## config.mk

```make
export PLATFORM = sky130hd
export DESIGN_NAME = i2c_target
export DESIGN_NICKNAME = d
export VERILOG_FILES = /design/src/rtl/i2c_target.sv
export SDC_FILE = /design/constraint.sdc
export NUM_CORES = 1
export LEC_CHECK = 0
export CORE_ASPECT_RATIO = 0.5
export CORE_MARGIN = 1
export CORE_UTILIZATION = 35
export CTS_BUF_LIST = sky130_fd_sc_hd__clkbuf_4 sky130_fd_sc_hd__clkbuf_8
export CTS_CLUSTER_DIAMETER = 150
export DETAILED_ROUTE_END_ITERATION = 8
export GPL_TIMING_DRIVEN = 0
export PLACE_DENSITY_LB_ADDON = 0.2
export SKIP_LAST_GASP = 1
export SLEW_MARGIN = 20
export SYNTH_ARGS = -nofsm -noshare
export SYNTH_HDL_FRONTEND = slang
export SYNTH_SLANG_ARGS = --single-unit
export TNS_END_PERCENT = 10
```

## constraint.sdc

```tcl
create_clock -name clk -period 5.3 [get_ports clk]
set_input_delay 1.59 -clock clk [delete_from_list [all_inputs] [get_ports clk]]
set_output_delay 1.59 -clock clk [all_outputs]
set_load 0.03 [all_outputs]
```

## src/rtl/i2c_target.sv

```systemverilog
// i2c_target: 7-bit-addressed I2C target with synchronised, glitch-filtered
// SCL/SDA inputs. Write bytes appear on rx_data/rx_valid. Read bytes are taken
// from tx_data after a tx_req pulse. SDA changes only a fixed hold time after
// each filtered SCL falling edge.
module i2c_target #(
    parameter logic [6:0] TARGET_ADDR = 7'h44,
    parameter int         FILTER_LEN  = 4,
    parameter int         HOLD_CYCLES = 240
) (
    input  logic       clk,
    input  logic       rst_n,
    input  logic       scl_in,
    input  logic       sda_in,
    output logic       sda_drive_low,
    output logic [7:0] rx_data,
    output logic       rx_valid,
    input  logic [7:0] tx_data,
    output logic       tx_req,
    output logic       start_det,
    output logic       stop_det,
    output logic       addressed,
    output logic       nack_rcvd
);

    localparam int FCNT_W = (FILTER_LEN > 1) ? $clog2(FILTER_LEN) : 1;
    localparam int HCNT_W = $clog2(HOLD_CYCLES + 1);
    localparam logic [FCNT_W-1:0] FILT_MAX  = FCNT_W'(FILTER_LEN - 1);
    localparam logic [HCNT_W-1:0] HOLD_LOAD = HCNT_W'(HOLD_CYCLES);

    localparam logic [2:0] ST_IDLE      = 3'd0;
    localparam logic [2:0] ST_ADDR      = 3'd1;
    localparam logic [2:0] ST_ADDR_ACK  = 3'd2;
    localparam logic [2:0] ST_WRITE     = 3'd3;
    localparam logic [2:0] ST_WRITE_ACK = 3'd4;
    localparam logic [2:0] ST_READ      = 3'd5;
    localparam logic [2:0] ST_READ_ACK  = 3'd6;
    localparam logic [2:0] ST_WAIT_STOP = 3'd7;

    logic              scl_sync_p0, scl_sync_p1;
    logic              sda_sync_p0, sda_sync_p1;
    logic              scl_f, sda_f;
    logic [FCNT_W-1:0] scl_fcnt, sda_fcnt;
    logic              scl_d, sda_d;
    logic              armed;
    logic [FCNT_W-1:0] arm_cnt;
    logic [HCNT_W-1:0] hold_cnt;
    logic [2:0]        state;
    logic [3:0]        bit_cnt;
    logic [7:0]        shift;
    logic              rw;

    logic scl_rise, scl_fall, start_raw, stop_raw, start_cond, stop_cond, hold_fire;

    assign scl_rise   = scl_f & ~scl_d;
    assign scl_fall   = ~scl_f & scl_d;
    assign start_raw  = scl_f & scl_d & sda_d & ~sda_f;
    assign stop_raw   = scl_f & scl_d & ~sda_d & sda_f;
    assign start_cond = armed & start_raw;
    assign stop_cond  = armed & stop_raw;
    // The hold delay only acts while SCL is low, so SDA never moves under a high SCL.
    assign hold_fire  = (hold_cnt == HCNT_W'(1)) && !scl_f;

    // Two-flop synchronisers; idle bus level is high.
    always_ff @(posedge clk or negedge rst_n) begin
        if (!rst_n) begin
            scl_sync_p0 <= 1'b1;
            scl_sync_p1 <= 1'b1;
            sda_sync_p0 <= 1'b1;
            sda_sync_p1 <= 1'b1;
        end else begin
            scl_sync_p0 <= scl_in;
            scl_sync_p1 <= scl_sync_p0;
            sda_sync_p0 <= sda_in;
            sda_sync_p1 <= sda_sync_p0;
        end
    end

    // SCL glitch filter: level follows only after FILTER_LEN consecutive differing samples.
    always_ff @(posedge clk or negedge rst_n) begin
        if (!rst_n) begin
            scl_f    <= 1'b1;
            scl_fcnt <= '0;
        end else if (scl_sync_p1 == scl_f) begin
            scl_fcnt <= '0;
        end else if (scl_fcnt == FILT_MAX) begin
            scl_f    <= scl_sync_p1;
            scl_fcnt <= '0;
        end else begin
            scl_fcnt <= scl_fcnt + FCNT_W'(1);
        end
    end

    // SDA glitch filter, same rule as SCL.
    always_ff @(posedge clk or negedge rst_n) begin
        if (!rst_n) begin
            sda_f    <= 1'b1;
            sda_fcnt <= '0;
        end else if (sda_sync_p1 == sda_f) begin
            sda_fcnt <= '0;
        end else if (sda_fcnt == FILT_MAX) begin
            sda_f    <= sda_sync_p1;
            sda_fcnt <= '0;
        end else begin
            sda_fcnt <= sda_fcnt + FCNT_W'(1);
        end
    end

    // Previous filtered levels for edge detection.
    always_ff @(posedge clk or negedge rst_n) begin
        if (!rst_n) begin
            scl_d <= 1'b1;
            sda_d <= 1'b1;
        end else begin
            scl_d <= scl_f;
            sda_d <= sda_f;
        end
    end

    // Stay deaf after reset until a STOP or a stretch of idle-high bus is seen.
    always_ff @(posedge clk or negedge rst_n) begin
        if (!rst_n) begin
            armed   <= 1'b0;
            arm_cnt <= '0;
        end else if (!armed) begin
            if (stop_raw) begin
                armed <= 1'b1;
            end else if (scl_f && sda_f) begin
                if (arm_cnt == FILT_MAX) armed <= 1'b1;
                else                     arm_cnt <= arm_cnt + FCNT_W'(1);
            end else begin
                arm_cnt <= '0;
            end
        end
    end

    // Hold timer restarted by every SCL falling edge; fires HOLD_CYCLES later.
    always_ff @(posedge clk or negedge rst_n) begin
        if (!rst_n) begin
            hold_cnt <= '0;
        end else if (start_cond || stop_cond) begin
            hold_cnt <= '0;
        end else if (scl_fall) begin
            hold_cnt <= HOLD_LOAD;
        end else if (hold_cnt != '0) begin
            hold_cnt <= hold_cnt - HCNT_W'(1);
        end
    end

    // Protocol state machine; START/STOP take priority over any bit activity.
    always_ff @(posedge clk or negedge rst_n) begin
        if (!rst_n) begin
            state         <= ST_IDLE;
            bit_cnt       <= '0;
            shift         <= '0;
            rw            <= 1'b0;
            sda_drive_low <= 1'b0;
            rx_data       <= '0;
            rx_valid      <= 1'b0;
            tx_req        <= 1'b0;
            start_det     <= 1'b0;
            stop_det      <= 1'b0;
            addressed     <= 1'b0;
            nack_rcvd     <= 1'b0;
        end else begin
            rx_valid  <= 1'b0;
            tx_req    <= 1'b0;
            start_det <= 1'b0;
            stop_det  <= 1'b0;
            nack_rcvd <= 1'b0;
            if (start_cond) begin
                start_det     <= 1'b1;
                state         <= ST_ADDR;
                bit_cnt       <= '0;
                sda_drive_low <= 1'b0;
                addressed     <= 1'b0;
            end else if (stop_cond) begin
                stop_det      <= 1'b1;
                state         <= ST_IDLE;
                bit_cnt       <= '0;
                sda_drive_low <= 1'b0;
                addressed     <= 1'b0;
            end else begin
                case (state)
                    ST_ADDR: begin
                        if (scl_rise) begin
                            shift <= {shift[6:0], sda_f};
                            if (bit_cnt == 4'd7) begin
                                bit_cnt <= '0;
                                rw      <= sda_f;
                                // shift[6:0] already holds address bits 7:1 here
                                if (shift[6:0] == TARGET_ADDR) state <= ST_ADDR_ACK;
                                else                           state <= ST_WAIT_STOP;
                            end else begin
                                bit_cnt <= bit_cnt + 4'd1;
                            end
                        end
                    end
                    ST_ADDR_ACK: begin
                        // bit_cnt 0: waiting to assert ACK, 1: waiting to release it
                        if (hold_fire) begin
                            if (bit_cnt == 4'd0) begin
                                sda_drive_low <= 1'b1;
                                addressed     <= 1'b1;
                                tx_req        <= rw;
                                bit_cnt       <= 4'd1;
                            end else begin
                                bit_cnt <= '0;
                                if (rw) begin
                                    shift         <= tx_data;
                                    sda_drive_low <= ~tx_data[7];
                                    state         <= ST_READ;
                                end else begin
                                    sda_drive_low <= 1'b0;
                                    state         <= ST_WRITE;
                                end
                            end
                        end
                    end
                    ST_WRITE: begin
                        if (scl_rise) begin
                            shift <= {shift[6:0], sda_f};
                            if (bit_cnt == 4'd7) begin
                                rx_data  <= {shift[6:0], sda_f};
                                rx_valid <= 1'b1;
                                bit_cnt  <= '0;
                                state    <= ST_WRITE_ACK;
                            end else begin
                                bit_cnt <= bit_cnt + 4'd1;
                            end
                        end
                    end
                    ST_WRITE_ACK: begin
                        if (hold_fire) begin
                            if (bit_cnt == 4'd0) begin
                                sda_drive_low <= 1'b1;
                                bit_cnt       <= 4'd1;
                            end else begin
                                sda_drive_low <= 1'b0;
                                bit_cnt       <= '0;
                                state         <= ST_WRITE;
                            end
                        end
                    end
                    ST_READ: begin
                        // MSB is already on the bus on entry; each fire moves to the next bit
                        if (hold_fire) begin
                            if (bit_cnt == 4'd7) begin
                                sda_drive_low <= 1'b0;
                                bit_cnt       <= '0;
                                state         <= ST_READ_ACK;
                            end else begin
                                sda_drive_low <= ~shift[6];
                                shift         <= {shift[6:0], 1'b0};
                                bit_cnt       <= bit_cnt + 4'd1;
                            end
                        end
                    end
                    ST_READ_ACK: begin
                        // bit_cnt 0: sample ACK, 1: latch next byte, 2: drive its MSB
                        if (scl_rise && bit_cnt == 4'd0) begin
                            if (!sda_f) begin
                                tx_req  <= 1'b1;
                                bit_cnt <= 4'd1;
                            end else begin
                                nack_rcvd <= 1'b1;
                                state     <= ST_WAIT_STOP;
                            end
                        end else if (scl_fall && bit_cnt == 4'd1) begin
                            shift   <= tx_data;
                            bit_cnt <= 4'd2;
                        end else if (hold_fire && bit_cnt == 4'd2) begin
                            sda_drive_low <= ~shift[7];
                            bit_cnt       <= '0;
                            state         <= ST_READ;
                        end
                    end
                    default: begin
                        // IDLE and WAIT_STOP only react to START/STOP
                    end
                endcase
            end
        end
    end

endmodule

```

Yosys cells after proc, flatten, opt, wreduce, memory -nomap -nowiden
Index checks and enable logic that the tools add are counted.

Register bits after elaboration: 54. Input port bits: 12. Logic and storage cells: 217.

Bitwise operators: 22. Add/sub/neg operators: 5. Reduce and logical (&&, ||, !) cells: 29. Equality and inequality tests: 45. Muxes and demuxes: 91.

Operators with widths (number): $mux W8 (11); $mux W3 (18); $ne A4 B4 Y1 const B (13); $mux W1 (41); $mux W4 (10); $pmux W8 S4 (1); $ne A5 B5 Y1 const B (4); $pmux W3 S6 (1); $ne A2 B2 Y1 const B (8); $pmux W4 S4 (1); $reduce_bool A8 Y1 (2); $reduce_and A14 Y1 (1); $not A1 Y1 (13); $mux W2 (6); $reduce_bool A3 Y1 (4); $reduce_bool A6 Y1 (2); $reduce_and A11 Y1 (1); $reduce_and A5 Y1 (2); $and A1 B1 Y1 (9); $eq A3 B3 Y1 const B (3); $eq A8 B1 Y1 const B (1); $ne A4 B1 Y1 const B (2); $sub A8 B1 Y8 const B (1); $eq A7 B7 Y1 const B (1); other kinds (23) (36).

Depth between registers and ports, before layout
Depth after elaboration: 9. Gate-level depth with buffers: 8.

Worst setup path before layout
No wires, ideal clock.

Path kind: reg-to-reg. From: register bit_cnt[0]. To: register state[1]. Setup slack: 2994 ps. Data arrival time: 2181 ps. Data required time: 5175 ps. Buffers on the path: 1. Period minus slack after synthesis: 2306 ps. Cell stages (with the launch flop): 9. Cells stage by stage: dfrtp_1 -> inv_1 -> ha_1 -> or3b_1 -> clkbuf_2 -> or4_4 -> a41oi_1 -> nor3_2 -> mux2_2.

Cells in the longest elaborated chain, start to end: 6. Elaborated cells between the ends (all ways): 20. Those cells by class: eq/ne (11); mux (4); reduce/logical (5).

RTL lines: start: declaration (RTL line 48) `logic [3:0] bit_cnt;`; start signal: assignment (RTL line 194) `bit_cnt <= bit_cnt + 4'd1;`; start signal: assignment (RTL line 228) `bit_cnt <= bit_cnt + 4'd1;`; start signal: assignment (RTL line 254) `bit_cnt <= bit_cnt + 4'd1;`; $logic_not A4 Y1 (RTL line 201, 234, 260); $logic_and A1 B1 Y1 (RTL line 260) `if (scl_rise && bit_cnt == 4'd0) begin`; $mux W3 (RTL line 260); $pmux W3 S6 (RTL line 183) `case (state)`; $mux W3 (RTL line 176) `end else if (stop_cond) begin`; $mux W3 (RTL line 170) `if (start_cond) begin`; end signal: assignment (RTL line 172) `state <= ST_ADDR;`; end signal: assignment (RTL line 178) `state <= ST_IDLE;`; end signal: assignment (RTL line 266) `state <= ST_WAIT_STOP;`; end: declaration (RTL line 47) `logic [2:0] state;`.

Parallel ways exist; a longest one is shown, timed or not. A chain may end at the register's enable or synchronous reset.

Worst setup path after layout
From: register sda_drive_low. To: output sda_drive_low.

RTL lines: start: declaration (RTL line 14) `output logic sda_drive_low,`; start signal: assignment (RTL line 210) `sda_drive_low <= ~tx_data[7];`; start signal: assignment (RTL line 252) `sda_drive_low <= ~shift[6];`; start signal: assignment (RTL line 272) `sda_drive_low <= ~shift[7];`.

No word-level cell between the ends.

==> impl_metrics.env <==
export IMPL_drt_pass1_iterations=4
export IMPL_worstMarginPinSlew_ns=0.696
export IMPL_cts_hold_buf=0
export IMPL_setup_viol=0
export IMPL_hold_path_class="register to register"
export IMPL_syn2layout_area_growth_pct=16.7
export IMPL_fp_dieW_um=130
export IMPL_clock_latency_ns=0.32
export IMPL_cts_tree="built"
export IMPL_synth_area_per_cell_um2=10.6
export IMPL_antenna_left=0
export IMPL_coreArea_um2=7650
export IMPL_layout_nets=328
export IMPL_design_area_um2=3370
export IMPL_drt_iter0_drc=95
export IMPL_crit_buf_inv=1
export IMPL_synth_edf_count=0
export IMPL_rsz0062_at_grt="false"
export IMPL_final_cell_mix="dfrtp_1, mux2_2, clkdlybuf4s50_1, nor2_1, nand2_1"
export IMPL_slew_headroom=0.530
export IMPL_fmax_ghz=0.338
export IMPL_die_y_um=66.2
export IMPL_post_cts_buffers=0
export IMPL_dp_final_hpwl_um=4320
export IMPL_grt_usage=0.161
export IMPL_power_density_nw_per_um2=557
export IMPL_ys_flop_type="dfrtp_1"
export IMPL_hold_path_startpoint="sda_sync_p0"
export IMPL_netlist_instances=273
export IMPL_drt_total_wl_um=6050
export IMPL_clkTransAtPathRegs_ns=0.10
export IMPL_cts_buffers=5
export IMPL_critPathLaunch="sda_drive_low"
export IMPL_cts_root_buffer_cell="clkbuf_8"
export IMPL_crit_path_max_fanout=3
export IMPL_drv_cap=0
export IMPL_finalMaxSlewViolations=0
export IMPL_die_area_um2=8640
export IMPL_r2r_start="bit_cnt[0]"
export IMPL_wl_per_cell_um=14.6
export IMPL_synth_seq_cells=54
export IMPL_grt_overflow_total=0
export IMPL_period_needed_ns=2.96
export IMPL_synthDistinctLibCells=59
export IMPL_final_setup_skew_ns=0.0122
export IMPL_cts_resized=0
export IMPL_final_common_cell="dfrtp_1"
export IMPL_synth_fp_nets=295
export IMPL_ir_drop_mv=0.153
export IMPL_grt_pass1_wl_um=10600
export IMPL_final_layout_size_suffix_gt1_frac=0.189
export IMPL_crit_family="buffers and inverters"
export IMPL_io_buffers=26
export IMPL_status="completed"
export IMPL_crit_required_ns=3.71
export IMPL_cts_max_level=2
export IMPL_worst_setup_path_type="register to primary output"
export IMPL_period_share=0.559
export IMPL_synth_top_area_cell="dfrtp_1"
export IMPL_avgViaCountPerCell=5.13
export IMPL_io_pins=27
export IMPL_grt_pass1_vias=2151
export IMPL_tns_ns=0
export IMPL_n_antenna_cell=0
export IMPL_num_vias=2127
export IMPL_p_leak_nw=1.40
export IMPL_cp_cell_sequence="clkdlybuf4s50_1"
export IMPL_std_cell_rows=22
export IMPL_gp_congestion=0.879
export IMPL_dpl_cell_area_um2=3280
export IMPL_syn_area_um2=2890
export IMPL_yosysTopAreaCellShare=0.399
export IMPL_critPathCaptureType="primary output"
export IMPL_yosys_warnings=0
export IMPL_max_stage_delay_ns=0.67
export IMPL_cts_buffer_depth=2
export IMPL_arrival_ns=1.37
export IMPL_antenna_found_initial=0
export IMPL_drc=0
export IMPL_worst_path_max_delay_cell="clkdlybuf4s50_1"
export IMPL_hold_violations=0
export IMPL_clock_sinks=54
export IMPL_worst_setup_path_start_kind="register"
export IMPL_async_flop_share=1.00
export IMPL_ys_top_cells_by_area="dfrtp_1, mux2_2, dfstp_2"
export IMPL_initial_utilization=0.377
export IMPL_grt_max_degree=55
export IMPL_ys_seq_area_frac=0.472
cell families (layout without fill, tap and decap cells):
logic type,count (synthesis),count (layout),share of synthesized area
AO/OA/AOI/OAI,51,51,0.118
XOR/XNOR,10,10,0.0303
flip-flops,54,54,0.472
adder cells (fa/ha/maj),10,10,0.0433
AND/OR/NAND/NOR,94,94,0.183
multiplexers,31,31,0.119
buffers and inverters,23,57,0.0338
stage by stage:
stage | util | setup slack, ns | power (mW) | hold slack [ns] | std cells
after global placement | 0.429 | 1.05 | 1.63 | 0.346 | 407
after CTS | 0.440 | 2.31 | 1.89 | 0.363 | 415
after floorplan | - | 2.99 | 1.41 | 0.345 | 273
after detailed placement | 0.429 | 2.60 | 1.65 | 0.348 | 407
after global routing | 0.440 | 2.29 | 2.04 | 0.365 | 415
final | 0.440 | 2.34 | 1.88 | 0.362 | 415
power by group:
| part | internal, mW | switching, mW | leakage [nW] | total (mW) |
|---|---|---|---|---|
| Clock | 0.0987 | 0.138 | 0.0486 | 0.237 |
| Sequential | 0.559 | 0.122 | 0.663 | 0.681 |
| Combinational | 0.430 | 0.528 | 0.690 | 0.959 |
flip-flops by register name, summed over array words and instances, names as in the netlist, 2 cells and up:
name and cells:
hold_cnt 8, rx_data 8, shift 8, bit_cnt 4, state 3, arm_cnt 2
scl_fcnt 2, sda_fcnt 2
final cells by class:
| type | count | area (µm²) |
|---|---|---|
| fill | 738 | 4280 |
| multi-input combinational | 196 | 1430 |
| sequential | 54 | 1360 |
| timing repair buffer | 26 | 258 |
| tap | 108 | 135 |
| clock buffer | 6 | 76.3 |
| buffer | 10 | 48.8 |
| inverter | 13 | 48.8 |
| clock inverter | 2 | 13.8 |
Yosys cell counts (2+ instances only):
cell / number
ha_1: 10
nand2_1: 17
xor2_1: 2
a22oi_1: 2
o21ai_0: 10
o21bai_1: 2
inv_1: 13
nor2_1: 22
buf_2: 2
mux2i_1: 4
or4_4: 2
clkbuf_1: 4
a21oi_1: 13
o31ai_1: 2
or3_1: 3
o41ai_1: 3
nor3_1: 12
nor4b_1: 3
o22ai_1: 2
dfrtp_1: 46
buf_1: 2
o32ai_1: 2
mux2_2: 27
and3_1: 2
or2_2: 2
nor2b_1: 4
nand3b_1: 4
nor4_1: 2
dfstp_2: 8
nand2b_1: 3
xnor2_1: 8
a31oi_1: 3
nand3_1: 6
worst paths after layout:
kind                            slack [ns]  cells past startpoint       endpoint
worst min-delay path                  0.36                      0    sda_sync_p1
max in group asynchronous             3.56                      1       shift[4]
worst min register to register        0.36                      0    sda_sync_p1
worst max-delay path                  2.34                      1  sda_drive_low
worst max register to register        2.62                      8     bit_cnt[1]
min in group asynchronous             1.30                      1       state[2]
worst reg2reg max path, stage by stage (launching register included):
cell	delay, ns
dfrtp_1	0.44
inv_1	0.13
ha_1	0.18
or3b_1	0.34
clkbuf_2	0.18
or2_1	0.26
o32ai_1	0.57
nor3_1	0.19
mux2_2	0.31
layer usage:
metal  vias to the layer above  routed length [µm]  track usage
met5                         -                   0            0
met4                         0                  57       0.0632
met3                         5                 314       0.0396
met2                        42                2670        0.250
met1                      1036                3010        0.217
li1                       1044                   -            -
(Power assumes the default switching activity.)
